==> config.mk <==
export PLATFORM = sky130hd
export DESIGN_NAME = l2_data_array_ctrl
export DESIGN_NICKNAME = d
export VERILOG_FILES = /design/src/rtl/l2_data_pkg.sv /design/src/rtl/l2_rsp_fifo.sv /design/src/rtl/l2_data_array_ctrl.sv
export SDC_FILE = /design/constraint.sdc
export NUM_CORES = 1
export LEC_CHECK = 0
export ABC_AREA = 1
export CAP_MARGIN = 10
export CORE_AREA = 2 2 283 285
export DETAILED_ROUTE_END_ITERATION = 16
export DIE_AREA = 0 0 285 287
export MAX_ROUTING_LAYER = met4
export PLACE_DENSITY = 0.49
export SLEW_MARGIN = 20
export SYNTH_ARGS = -nofsm -noshare
export SYNTH_HDL_FRONTEND = slang
export SYNTH_SLANG_ARGS = --single-unit
==> constraint.sdc <==
create_clock -name clk -period 4.2 [get_ports clk]
set_clock_uncertainty 0.15 [all_clocks]
set_input_delay 0.84 -clock clk [delete_from_list [all_inputs] [get_ports clk]]
set_output_delay 0.84 -clock clk [all_outputs]
set_load 0.02 [all_outputs]
==> src/rtl/l2_data_pkg.sv <==
// Shared constants and types for the L2 data array front-end controller.
// Geometry is fixed to the 128 x 128b macro with byte write enables.
package l2_data_pkg;

    localparam int ADDR_WIDTH = 7;
    localparam int DATA_WIDTH = 128;
    localparam int NUM_WMASKS = DATA_WIDTH / 8;
    localparam int NUM_ROWS   = 1 << ADDR_WIDTH;

    localparam logic [NUM_WMASKS-1:0] WMASK_ALL = '1;

    typedef enum logic {
        S_INIT,
        S_RUN
    } state_t;

    typedef struct packed {
        logic [ADDR_WIDTH-1:0] addr;
        logic [NUM_WMASKS-1:0] wmask;
        logic [DATA_WIDTH-1:0] data;
    } wreq_t;

endpackage

==> src/rtl/l2_rsp_fifo.sv <==
// Small in-order read-response buffer; the head entry is a register so the
// response data is stable while the consumer stalls.
module l2_rsp_fifo
    import l2_data_pkg::*;
#(
    parameter int DEPTH = 2,
    parameter int WIDTH = DATA_WIDTH
) (
    input  logic                   clk,
    input  logic                   rst_n,
    input  logic                   push,
    input  logic [WIDTH-1:0]       push_data,
    input  logic                   pop,
    output logic [WIDTH-1:0]       pop_data,
    output logic                   full,
    output logic                   empty,
    output logic [$clog2(DEPTH):0] count
);

    localparam int PTR_W = $clog2(DEPTH);

    logic [WIDTH-1:0] mem_reg [DEPTH];
    logic [PTR_W-1:0] wr_ptr_reg;
    logic [PTR_W-1:0] rd_ptr_reg;
    logic [PTR_W:0]   count_reg;
    logic             do_push;
    logic             do_pop;

    assign do_push = push & ~full;
    assign do_pop  = pop & ~empty;

    always_ff @(posedge clk or negedge rst_n) begin
        if (!rst_n) begin
            for (int i = 0; i < DEPTH; i++) begin
                mem_reg[i] <= '0;
            end
            wr_ptr_reg <= '0;
            rd_ptr_reg <= '0;
            count_reg  <= '0;
        end else begin
            if (do_push) begin
                mem_reg[wr_ptr_reg] <= push_data;
                wr_ptr_reg          <= wr_ptr_reg + PTR_W'(1);
            end
            if (do_pop) begin
                rd_ptr_reg <= rd_ptr_reg + PTR_W'(1);
            end
            case ({do_push, do_pop})
                2'b10:   count_reg <= count_reg + (PTR_W+1)'(1);
                2'b01:   count_reg <= count_reg - (PTR_W+1)'(1);
                default: count_reg <= count_reg;
            endcase
        end
    end

    assign full     = (count_reg == (PTR_W+1)'(DEPTH));
    assign empty    = (count_reg == '0);
    assign count    = count_reg;
    assign pop_data = mem_reg[rd_ptr_reg];

endmodule

==> src/rtl/l2_data_array_ctrl.sv <==
// L2 data array front end: zero sweep, two-way RR write arbitration, credited reads.
// Optional L2_DATA_WRITE_FORWARD_EN forwards full-mask write data to colliding reads.
module l2_data_array_ctrl
    import l2_data_pkg::*;
#(
    parameter int RSP_DEPTH = 2
) (
    input  logic                  clk,
    input  logic                  rst_n,
    input  logic                  wr0_valid,
    output logic                  wr0_ready,
    input  logic [ADDR_WIDTH-1:0] wr0_addr,
    input  logic [NUM_WMASKS-1:0] wr0_wmask,
    input  logic [DATA_WIDTH-1:0] wr0_data,
    input  logic                  wr1_valid,
    output logic                  wr1_ready,
    input  logic [ADDR_WIDTH-1:0] wr1_addr,
    input  logic [NUM_WMASKS-1:0] wr1_wmask,
    input  logic [DATA_WIDTH-1:0] wr1_data,
    input  logic                  rd_valid,
    output logic                  rd_ready,
    input  logic [ADDR_WIDTH-1:0] rd_addr,
    output logic                  rsp_valid,
    input  logic                  rsp_ready,
    output logic [DATA_WIDTH-1:0] rsp_data,
    output logic                  init_done,
    output logic                  sram_csb0,
    output logic [NUM_WMASKS-1:0] sram_wmask0,
    output logic [ADDR_WIDTH-1:0] sram_addr0,
    output logic [DATA_WIDTH-1:0] sram_din0,
    output logic                  sram_csb1,
    output logic [ADDR_WIDTH-1:0] sram_addr1,
    input  logic [DATA_WIDTH-1:0] sram_dout1
);

    localparam int CNT_W = $clog2(RSP_DEPTH) + 1;

    state_t                state_reg, state_next;
    logic [ADDR_WIDTH-1:0] cnt_reg;
    logic                  init_done_reg;
    logic                  last_reg;
    logic                  inflight_reg;
    logic                  fwd_reg;
    logic [DATA_WIDTH-1:0] fwd_data_reg;

    wreq_t            req0, req1, gnt_req;
    logic             gnt0, gnt1, any_gnt;
    logic             collide, fwd_ok, stall, credit, rd_fire;
    logic [CNT_W-1:0] rsp_count;
    logic [CNT_W:0]   occ;
    logic             fifo_full, fifo_empty;
    logic [DATA_WIDTH-1:0] push_data;

    assign req0    = '{addr: wr0_addr, wmask: wr0_wmask, data: wr0_data};
    assign req1    = '{addr: wr1_addr, wmask: wr1_wmask, data: wr1_data};

    // last_reg = 1 means wr1 was granted last, so wr0 wins the next tie.
    assign gnt0    = (state_reg == S_RUN) & wr0_valid & (~wr1_valid | last_reg);
    assign gnt1    = (state_reg == S_RUN) & wr1_valid & ~gnt0;
    assign any_gnt = gnt0 | gnt1;
    assign gnt_req = gnt1 ? req1 : req0;

    assign wr0_ready = gnt0;
    assign wr1_ready = gnt1;

    always_comb begin
        state_next  = state_reg;
        sram_csb0   = 1'b1;
        sram_addr0  = gnt_req.addr;
        sram_wmask0 = gnt_req.wmask;
        sram_din0   = gnt_req.data;
        case (state_reg)
            S_INIT: begin
                // Gated by rst_n so the macro port is idle while reset is held.
                sram_csb0   = ~rst_n;
                sram_addr0  = cnt_reg;
                sram_wmask0 = WMASK_ALL;
                sram_din0   = '0;
                if (&cnt_reg) begin
                    state_next = S_RUN;
                end
            end
            S_RUN: begin
                sram_csb0 = ~any_gnt;
            end
            default: state_next = S_INIT;
        endcase
    end

    assign collide = rd_valid & any_gnt & (rd_addr == gnt_req.addr);
`ifdef L2_DATA_WRITE_FORWARD_EN
    assign fwd_ok  = collide & (gnt_req.wmask == WMASK_ALL);
`else
    assign fwd_ok  = 1'b0;
`endif
    assign stall   = collide & ~fwd_ok;

    // Credit counts in-flight reads; a pop in the same cycle is not credited.
    assign occ      = {1'b0, rsp_count} + (CNT_W+1)'(inflight_reg);
    assign credit   = ~fifo_full & (occ < (CNT_W+1)'(RSP_DEPTH));
    assign rd_ready = init_done_reg & credit & ~stall;
    assign rd_fire  = rd_valid & rd_ready;

    assign sram_csb1  = ~(rd_fire & ~fwd_ok);
    assign sram_addr1 = rd_addr;

    always_ff @(posedge clk or negedge rst_n) begin
        if (!rst_n) begin
            state_reg     <= S_INIT;
            cnt_reg       <= '0;
            init_done_reg <= 1'b0;
            last_reg      <= 1'b1;
            inflight_reg  <= 1'b0;
            fwd_reg       <= 1'b0;
            fwd_data_reg  <= '0;
        end else begin
            state_reg <= state_next;
            if (state_reg == S_INIT) begin
                cnt_reg <= cnt_reg + ADDR_WIDTH'(1);
            end
            if ((state_reg == S_INIT) && (state_next == S_RUN)) begin
                init_done_reg <= 1'b1;
            end
            if (any_gnt) begin
                last_reg <= gnt1;
            end
            inflight_reg <= rd_fire;
            fwd_reg      <= rd_fire & fwd_ok;
            if (rd_fire & fwd_ok) begin
                fwd_data_reg <= gnt_req.data;
            end
        end
    end

    assign push_data = fwd_reg ? fwd_data_reg : sram_dout1;
    assign init_done = init_done_reg;
    assign rsp_valid = ~fifo_empty;

    l2_rsp_fifo #(
        .DEPTH (RSP_DEPTH),
        .WIDTH (DATA_WIDTH)
    ) u_rsp_fifo (
        .clk       (clk),
        .rst_n     (rst_n),
        .push      (inflight_reg),
        .push_data (push_data),
        .pop       (rsp_ready),
        .pop_data  (rsp_data),
        .full      (fifo_full),
        .empty     (fifo_empty),
        .count     (rsp_count)
    );

endmodule

# Word level (Yosys, flattened, before mapping)
# Index checks and enable logic that the tools add are counted.
# totals
register_bits	271
output_inout_bits	293
word_cells	68
# op_classes
n_addsub	6
order_cmp	4
n_eq_ne	4
muxes	14
n_bitwise	25
n_reduce_logical	5
# ops
operator	count
$mux W128	5
$bwmux W256	1
$mux W151	1
$demux W128 S1	1
$mux W16	1
$and A1 B1 Y1	12
$not A1 Y1	9
$add A7 B1 Y7 const B	1
$eq A7 B7 Y1	1
$mux W7	1
$reduce_and A7 Y1	1
$eq A2 B2 Y1 const B	2
$ge A2 B2 Y1 const B	2
$not A1 Y2	2
$pmux W2 S2	1
$add A2 B1 Y3	1
$lt A3 B2 Y1 const B	1
$add A1 B1 Y1 const B	2
$add A2 B1 Y2 const B	1
$eq A2 B1 Y1 const B	1
$logic_and A1 B1 Y1	2
$logic_not A2 Y1	1
$lt A2 B1 Y1 const B	1
$mux W1	2
other kinds (4)	5

# Depth between registers and ports, before layout
# Gate-level depths: netlist of run 1.
# logic_depth
depth_word	12
ltp_mapped	14
ltp_nobuf	13

# Hierarchy
# From an unflattened synthesis of run 1, not the netlist that was laid out.
# unflattened
cells_unflattened	2212
area_unflattened_um2	15305.9
# modules_own_cells
module	instances	cells_each	area_each_um2	seq_area_each_um2
l2_rsp_fifo	1	1581	12308.1	6506.2
l2_data_array_ctrl	1	631	2997.9	276.5

# Least setup slack after synthesis of run 1
# No wires, ideal clock.
# synth_timing
kind	input -> output
startpoint	input port wr1_valid
endpoint	output port sram_din0[104]
arrival_ps	1923
t_required_ps	3210
setup_slack_ps	1287
stages	8
n_path_buf	3
cell_sequence	nand2_1 > clkinv_2 > nand2_1 > buf_2 > buf_2 > buf_2 > nand3_1 > nand2_1
# synth_between
elab_chain_cells	7
elab_cells_between_ends	8
cone_classes	2 x mux; 6 x bitwise
# synth_rtl
element	line	text
from (decl)	l2_data_array_ctrl.sv:15	input logic wr1_valid,
$not A1 Y1	l2_data_array_ctrl.sv:58	assign gnt0 = (state_reg == S_RUN) & wr0_valid & (~wr1_valid | last_reg);
$or A1 B1 Y1	l2_data_array_ctrl.sv:58	
$and A1 B1 Y1	l2_data_array_ctrl.sv:58	
$not A1 Y1	l2_data_array_ctrl.sv:59	assign gnt1 = (state_reg == S_RUN) & wr1_valid & ~gnt0;
$and A1 B1 Y1 *	l2_data_array_ctrl.sv:59	
$mux W151 *	l2_data_array_ctrl.sv:61	assign gnt_req = gnt1 ? req1 : req0;
$mux W128 *	l2_data_array_ctrl.sv:72	case (state_reg)
to (decl)	l2_data_array_ctrl.sv:30	output logic [DATA_WIDTH-1:0] sram_din0,
# Every way passes the cells marked *; elsewhere a longest branch is shown, timed or not.

# Final worst setup path of run 1
# layout_timing
startpoint	input port wr1_valid
endpoint	output port sram_din0[102]
# Same word-level chain as after synthesis.

==> results of run 1 <==
worst paths after layout:
| kind | end | slack (ns) | cells past startpoint |
|---|---|---|---|
| max | sram_din0[102] | 0.09 | 9 |
| min | cnt_reg[5] | 0.32 | 1 |
| max reg2reg | u_rsp_fifo.mem_reg[239] | 1.82 | 7 |
| min reg2reg | cnt_reg[5] | 0.32 | 1 |
| max in group asynchronous | u_rsp_fifo.mem_reg[254] | 1.96 | 4 |
| min in group asynchronous | u_rsp_fifo.mem_reg[153] | 0.58 | 2 |
cell families (layout without fill, tap and decap cells):
family | Yosys count | after routing
buf+inv | 305 | 1002
simple gates | 1165 | 1166
xor+xnor | 8 | 8
other cells | 0 | 24
compound gates | 269 | 269
flops | 271 | 271
fa+ha+maj | 2 | 2
layout make-up:
class / count / area [um2]
inverter: 162 / 617
clock inverter: 10 / 145
antenna: 24 / 60.1
tap: 1050 / 1310
clock buffer: 50 / 992
sequential: 271 / 6790
multi-input combinational: 1445 / 6080
fill: 8641 / 54600
timing repair buffer: 780 / 8040
through the flow:
stage	instances	setup WS, ns
6_report	3792	0.0939
5_1_grt	3786	0.00121
4_1_cts	3765	0.0815
3_5_place_dp	3704	0.103
3_3_place_gp	3704	0.128
2_1_floorplan	2020	1.29
per-layer routing:
layer  share of wire  vias up  GRT usage
met1            0.39     7481      0.231
met3           0.080      156     0.0611
met2            0.48      628      0.342
li1                -     7639          -
met4           0.045        0     0.0767
met5               0        -          -
cells in the final DEF, fill, tap and decap left out, drive strengths merged, types with 5 or more instances in the layout:
cell and count:
xor2 5, nand3 164, nand2 986, inv 162, clkbuf 50, nor2 8
diode 24, clkdlybuf4s50 682, o21ai 262, buf 94, clkinv 5, dfrtp 270
what timing repair did:
action	in CTS	in global routing
gates resized for setup	0	3
hold buffers	1	0
setup buffers	0	2
endpoints found under the setup margin	0	12
endpoints found under the hold margin	14	0
report_power, final:
part | switching, W | total, W | internal, W
Combinational | 0.00243 | 0.00428 | 0.00186
Clock | 0.00123 | 0.00301 | 0.00178
Sequential | 0.0000227 | 0.00265 | 0.00263
Total | 0.00368 | 0.00995 | 0.00627
==> impl_summary.md, run 1 <==
Synthesis
In the synthesized netlist the dominant register cell turns out to be sky130_fd_sc_hd__dfrtp_1. The share of the synthesized area in compound gates (AO/OA/AOI/OAI) is 0.0954. The adder and majority cell fraction of the synthesized area is 0.00177. After synthesis the netlist holds a flip-flop and latch count of 271. By area, the combinational part of the netlist is dominated by simple AND/OR/NAND/NOR gates. The most common cell in the netlist is sky130_fd_sc_hd__nand2_1.

Yosys printed 0 warnings. Synthesis produced 2020 cells. The fraction of the yosys area taken by sequential cells is 0.479. The post-synthesis instance area is 14200 um2. The dominant cell type by area after synthesis is sky130_fd_sc_hd__dfrtp_1. The synthesized net count is 2465. The share of flip-flops with an asynchronous set or reset after synthesis is 1.00. The number of synthesized flops with an enable pin is 0. A synthesized cell averages 7.01 um2.

The share of synthesized area in the top cell type comes to 0.477. The commonest cells after synthesis are 985 x sky130_fd_sc_hd__nand2_1, 270 x sky130_fd_sc_hd__dfrtp_1, 164 x sky130_fd_sc_hd__nand3_1. Of the total synthesized cell area, the portion taken by XOR and XNOR cells is 0.00495. The simple-gate area share of the yosys netlist is 0.325. By area the synthesized netlist is led by sky130_fd_sc_hd__dfrtp_1 48%, sky130_fd_sc_hd__nand2_1 26%, sky130_fd_sc_hd__nand3_1 5.8%, sky130_fd_sc_hd__o21ai_0 5.6%, sky130_fd_sc_hd__inv_1 4.2%. The multiplexer share of the synthesized area is 0. The count of distinct cell types in the synthesized netlist is 25.

Setup path
Walking the worst path, the cells encountered are clkdlybuf4s50_1 > nand2_1 > nand2_1 > nand2_2 > inv_6 > buf_12 > nand2_1 > nand2_1 > clkdlybuf4s50_1. The critical path required time is 3.21 ns. The category of cells accounting for the largest share of critical-path delay is buffers and inverters. The cell with the biggest individual delay on the critical path is sky130_fd_sc_hd__clkdlybuf4s50_1.

The critical path is of the input pin to output pin type. In this design, the stage delay of the slowest critical-path cell is 0.61 ns. The number of buffers and inverters on the critical path is 4. The type of element capturing the critical path is an output pin. The cell with the most instances on the worst path is sky130_fd_sc_hd__nand2_1. In this run the critical register-to-register path is launched from u_rsp_fifo.count[0]. The biggest fanout along the worst timing path is 37. Data arrives at the worst endpoint at 3.12 ns. The category of the worst setup path launch point is an input pin. The timing startpoint of the critical path is wr1_valid.

Cells and area
The synthesis-to-finish area growth is 69.6%. The ratio of cells with drive above 1 in the final layout is 0.0581. Once layout is complete, the utilization of the core stands at 0.306. After the last flow step, the layout net total stands at 3140. The register with the most flip-flops in the layout has 256 of them. The final design instance area without fill is 24000 um2.

Route
The detailed router placed 15904 vias in this run. The number of iterations in the first detailed-routing pass is 5. The count of antenna-violating nets left after detailed routing is 0. The via density per instance is 4.19. In this run, the number of DRC markers left after iteration 0 of detailed routing was 1033. The post-detailed-route wirelength per cell is 22.3 um. The routed wire length is 84500 um. The final routed DRC violation total is 0.

Floorplan
The boundary pin count is 736. The standard-cell row count is 103. The total area inside the core boundary comes to 78600 um2.

The initial utilization of the core area, before any placement, comes to 0.180. The die covers 81800 um2. The vertical extent of the die is 287 um. The die width is 285 um.

Clocking
The clock slew seen by the registers of the worst setup and hold paths is 0.05 ns. The root buffer cell is sky130_fd_sc_hd__clkbuf_16. TritonCTS built the clock tree. The count of clock tree sinks is 271. The clock reaches the later pin of the worst-skew pair after 0.54 ns. The TritonCTS buffer count is 35.

In this run the deepest clock path goes through 3 buffers. The clock tree synthesis step divided the H-tree into 2 levels.

Place
The total of buffers placed on input and output ports is 735. After legalization and detailed placement, the total HPWL measured 67300 um. The placed cell area is 22800 um2. Routability-driven placement finished with a final weighted congestion of 0.912.

Min path
The class of the worst hold path is register to register. In this run the most critical hold path is launched from cnt_reg[5].

STA
Summed over all failing endpoints, the final setup total negative slack is 0 ns. The worst-case headroom to the max-slew limit is 0.358. The final number of hold-violating endpoints is 0.

The setup-violating endpoint count in the final report is 0. The hold slack is 0.322 ns. Counting I/O delays and the setup requirement, the final critical path takes 4.11 ns. For the pin with the worst max-slew slack, the measured transition is 0.964 ns.

The count of final max-slew check failures was 0. The peak clock frequency supported by timing is 0.244 GHz. Setup repair after global routing left no endpoint under its margin. The period utilization is 0.978.

GRT
The wire length of the first global-routing pass is 116000 um. The via count of the first global-routing pass is 15577. The largest net degree at the start of global routing is 155. The initial antenna violation count is 60. Global routing finished with a remaining overflow of 0.

Across every metal layer, demand over resource in global routing totals 0.205.

Run
The max-capacitance violation count is 0.

Power and ir drop
Summed over all cells, the static leakage comes to 12.0 nW. The power after layout is 0.00995 W. Power spread over the standard cell area amounts to 414 nW/um2. The peak supply drop is 218 uV.

Outcome
The flow ran to the end, and the final reports show no timing, DRC or antenna violations.
Power figures use the tool's default switching activity.
==> run 2: changes to the inputs <==
Settings changed: CTS_BUF_LIST from default to sky130_fd_sc_hd__clkbuf_8 sky130_fd_sc_hd__clkbuf_16, CTS_CLUSTER_DIAMETER from default to 200.
==> impl_summary.md, run 2 (synthesis results as in run 1) <==
Outcome
The run finished with clean final reports.

Cells and area
The synthesis-to-finish area growth came to 69.6% (unchanged). The library cell used most frequently in the layout, excluding fill and tap cells, is sky130_fd_sc_hd__nand2_1. The utilization of the core after routing is 0.306 (unchanged). The area occupied by multi-input gates is 6080 um2 (unchanged). The ratio of cells with drive above 1 in the final layout was 0.0581 (unchanged).

The final instance count without filler cells is 3792 (unchanged). The flip-flop count of the largest register, all copies and words added was 256 (unchanged). The net total in the final layout is 3140 (unchanged). In the layout the commonest cells are 984 x sky130_fd_sc_hd__nand2_1, 682 x sky130_fd_sc_hd__clkdlybuf4s50_1, 268 x sky130_fd_sc_hd__dfrtp_1. The register area came to 6790 um2 (unchanged). The count of filler cells inserted in the layout came to 8641 (unchanged).

Setup path
The type of element capturing the critical path is an output pin. The stage delay of the slowest cell on the critical path is 0.61 ns (about the same). The worst path arrival time is 3.12 ns (about the same). By startpoint and endpoint, the worst setup path is classified as input pin to output pin.

The startpoint identified for the worst register-to-register timing path is u_rsp_fifo.count[0]. The depth of the worst register-to-register path was 7 (unchanged). On the critical path, the stage with the largest delay is an instance of sky130_fd_sc_hd__clkdlybuf4s50_1. The biggest fanout along the worst timing path came to 37 (unchanged). The setup slack on the worst flop-to-flop path was 1.81 ns (about the same).

The category of the worst setup path launch point is an input pin. Walking the worst path, the cells encountered are clkdlybuf4s50_1 > nand2_1 > nand2_1 > nand2_2 > inv_6 > buf_12 > nand2_1 > nand2_1 > clkdlybuf4s50_1. The capture point of the worst reg-to-reg path is u_rsp_fifo.mem_reg[239]. The critical path required time came to 3.21 ns (about the same). The most numerous cell type found on the critical path is sky130_fd_sc_hd__nand2_1.

Floorplan
The vertical extent of the die is 287 um (unchanged). The boundary pin count is 736 (unchanged). The die width is 285 um (unchanged). The core outline area came to 78600 um2 (unchanged).

The standard-cell row count was 103 (unchanged). The effective utilization at floorplan came to 0.180 (unchanged). The area enclosed by the die boundary is 81800 um2 (unchanged).

Route
The number of iterations in the first detailed-routing pass is 5 (unchanged). The post-detailed-route wirelength per cell is 22.3 um (about the same). The count of antenna-violating nets left after detailed routing came to 0 (unchanged). The final routed DRC violation total is 0 (unchanged). The number of vias in the routed layout is 15894 (-0.063%). The routed wire length is 84500 um (about the same). The via density per instance came to 4.19 (about the same).

The starting DRC count in detailed routing was 1033 (unchanged).

Clocking
The TritonCTS buffer count is 35 (unchanged). TritonCTS built the clock tree. The later-pin clock latency in the skew report is 0.54 ns (about the same). The clock slew seen by the registers of the worst setup and hold paths is 0.05 ns (about the same). The clock tree buffer depth is 3 (unchanged).

The count of H-tree levels built during CTS is 2 (unchanged). The root buffer cell is sky130_fd_sc_hd__clkbuf_16. The count of clock tree sinks is 271 (unchanged).

Run
The max-capacitance violation count is 0 (unchanged).

GRT
The via count of the first global-routing pass was 15577 (unchanged). The global-route total usage across every layer is 0.205 (unchanged). The largest net degree at the start of global routing is 155 (unchanged). The initial antenna violation count is 60 (unchanged).

The wire length of the first global-routing pass was 116000 um (unchanged). The total global routing overflow was 0 (unchanged).

Min path
The number of cells on the worst hold path is 1 (unchanged). The worst hold endpoint is cnt_reg[5]. The start point of the worst min-delay path is cnt_reg[5]. The class of the worst hold path is register to register.

Power and ir drop
The ratio of total power to cell area is 413 nW/um2 (-0.19%). The power after layout came to 0.00993 W (-0.19%). The reported leakage power was 12.1 nW (+0.31%). The peak supply drop came to 218 uV (about the same).

Place
The routability-driven placement congestion ratio is 0.912 (unchanged). The total of buffers placed on input and output ports is 735 (unchanged). The post-detailed-placement half-perimeter wirelength is 67300 um (unchanged). The total instance count after detailed placement is 3704 (unchanged).

STA
The count of final max-slew check failures is 0 (unchanged). The setup-violating endpoint count in the final report is 0 (unchanged). The period utilization is 0.978 (about the same). The worst-case headroom to the max-slew limit was 0.356 (-0.00151). The transition time at the pin with the least slew margin is 0.966 ns (+0.00226 ns). The minimum clock period after layout is 4.11 ns (+0.00122 ns). Setup repair after global routing left no endpoint under its margin. The peak clock frequency supported by timing is 0.243 GHz (about the same). The aggregate negative setup slack is 0 ns (unchanged). The final number of hold-violating endpoints is 0 (unchanged).
## run 2: cell types whose count changed in the layout (fill, tap and decap cells not counted), sizes merged
cell    before  now
clkbuf      50   41
inv        162  171
## run 2: report_power, final
group | internal [W] | switching (W) | total, W
sequential | 0.00263 | 0.0000225 | 0.00265
clock | 0.00176 | 0.00123 | 0.00299
combinational | 0.00186 | 0.00243 | 0.00429
total | 0.00625 | 0.00368 | 0.00993
## run 2: metrics by stage
step                      setup slack [ns]  cell area, um2  hold WS [ns]
after floorplan                       1.29           14200         0.292
after global placement               0.128           22800         0.304
after detailed placement             0.103           22800         0.308
after CTS                           0.0815           23900         0.317
after global routing               0.00121           24000         0.352
final                               0.0927           24000         0.322
## run 2: what timing repair did
item / 4_1_cts / 5_1_grt
resized for setup: 0 / 3
buffers inserted: 0 / 2
hold buffers: 1 / 0
endpoints found under the hold margin: 14 / 0
setup endpoints to repair: 0 / 12
## run 2: how the worst max path moves through the flow
stage / slack [ns] / to / start
floorplan: 1.29 / sram_din0[104] / wr1_valid
global placement: 0.13 / sram_din0[87] / wr0_valid
detailed placement: 0.10 / sram_din0[87] / wr0_valid
CTS: 0.08 / sram_din0[87] / wr0_valid
global route: 0.001 / sram_din0[77] / wr0_valid
finish: 0.09 / sram_din0[102] / wr1_valid
## run 2: critical path: cells and delay by family
family                 cells  cell delay, ns
AND/OR/NAND/NOR            5            0.69
buffers and inverters      4            1.54
## run 2: metal layers
metal | wire, um | vias up | track usage
met2 | 40600 | 632 | 0.342
met4 | 3770 | 0 | 0.0767
met3 | 6770 | 156 | 0.0611
met5 | 0 | - | -
li1 | - | 7640 | -
met1 | 33400 | 7466 | 0.231
## run 2: layout make-up
| cell class | count | share of cell area |
|---|---|---|
| antenna | 24 | 0.00250 |
| clock buffer | 41 | 0.0399 |
| clock inverter | 19 | 0.00745 |
| inverter | 162 | 0.0257 |
| multi-input combinational | 1445 | 0.253 |
| sequential | 271 | 0.283 |
| tap | 1050 | 0.0547 |
| timing repair buffer | 780 | 0.334 |
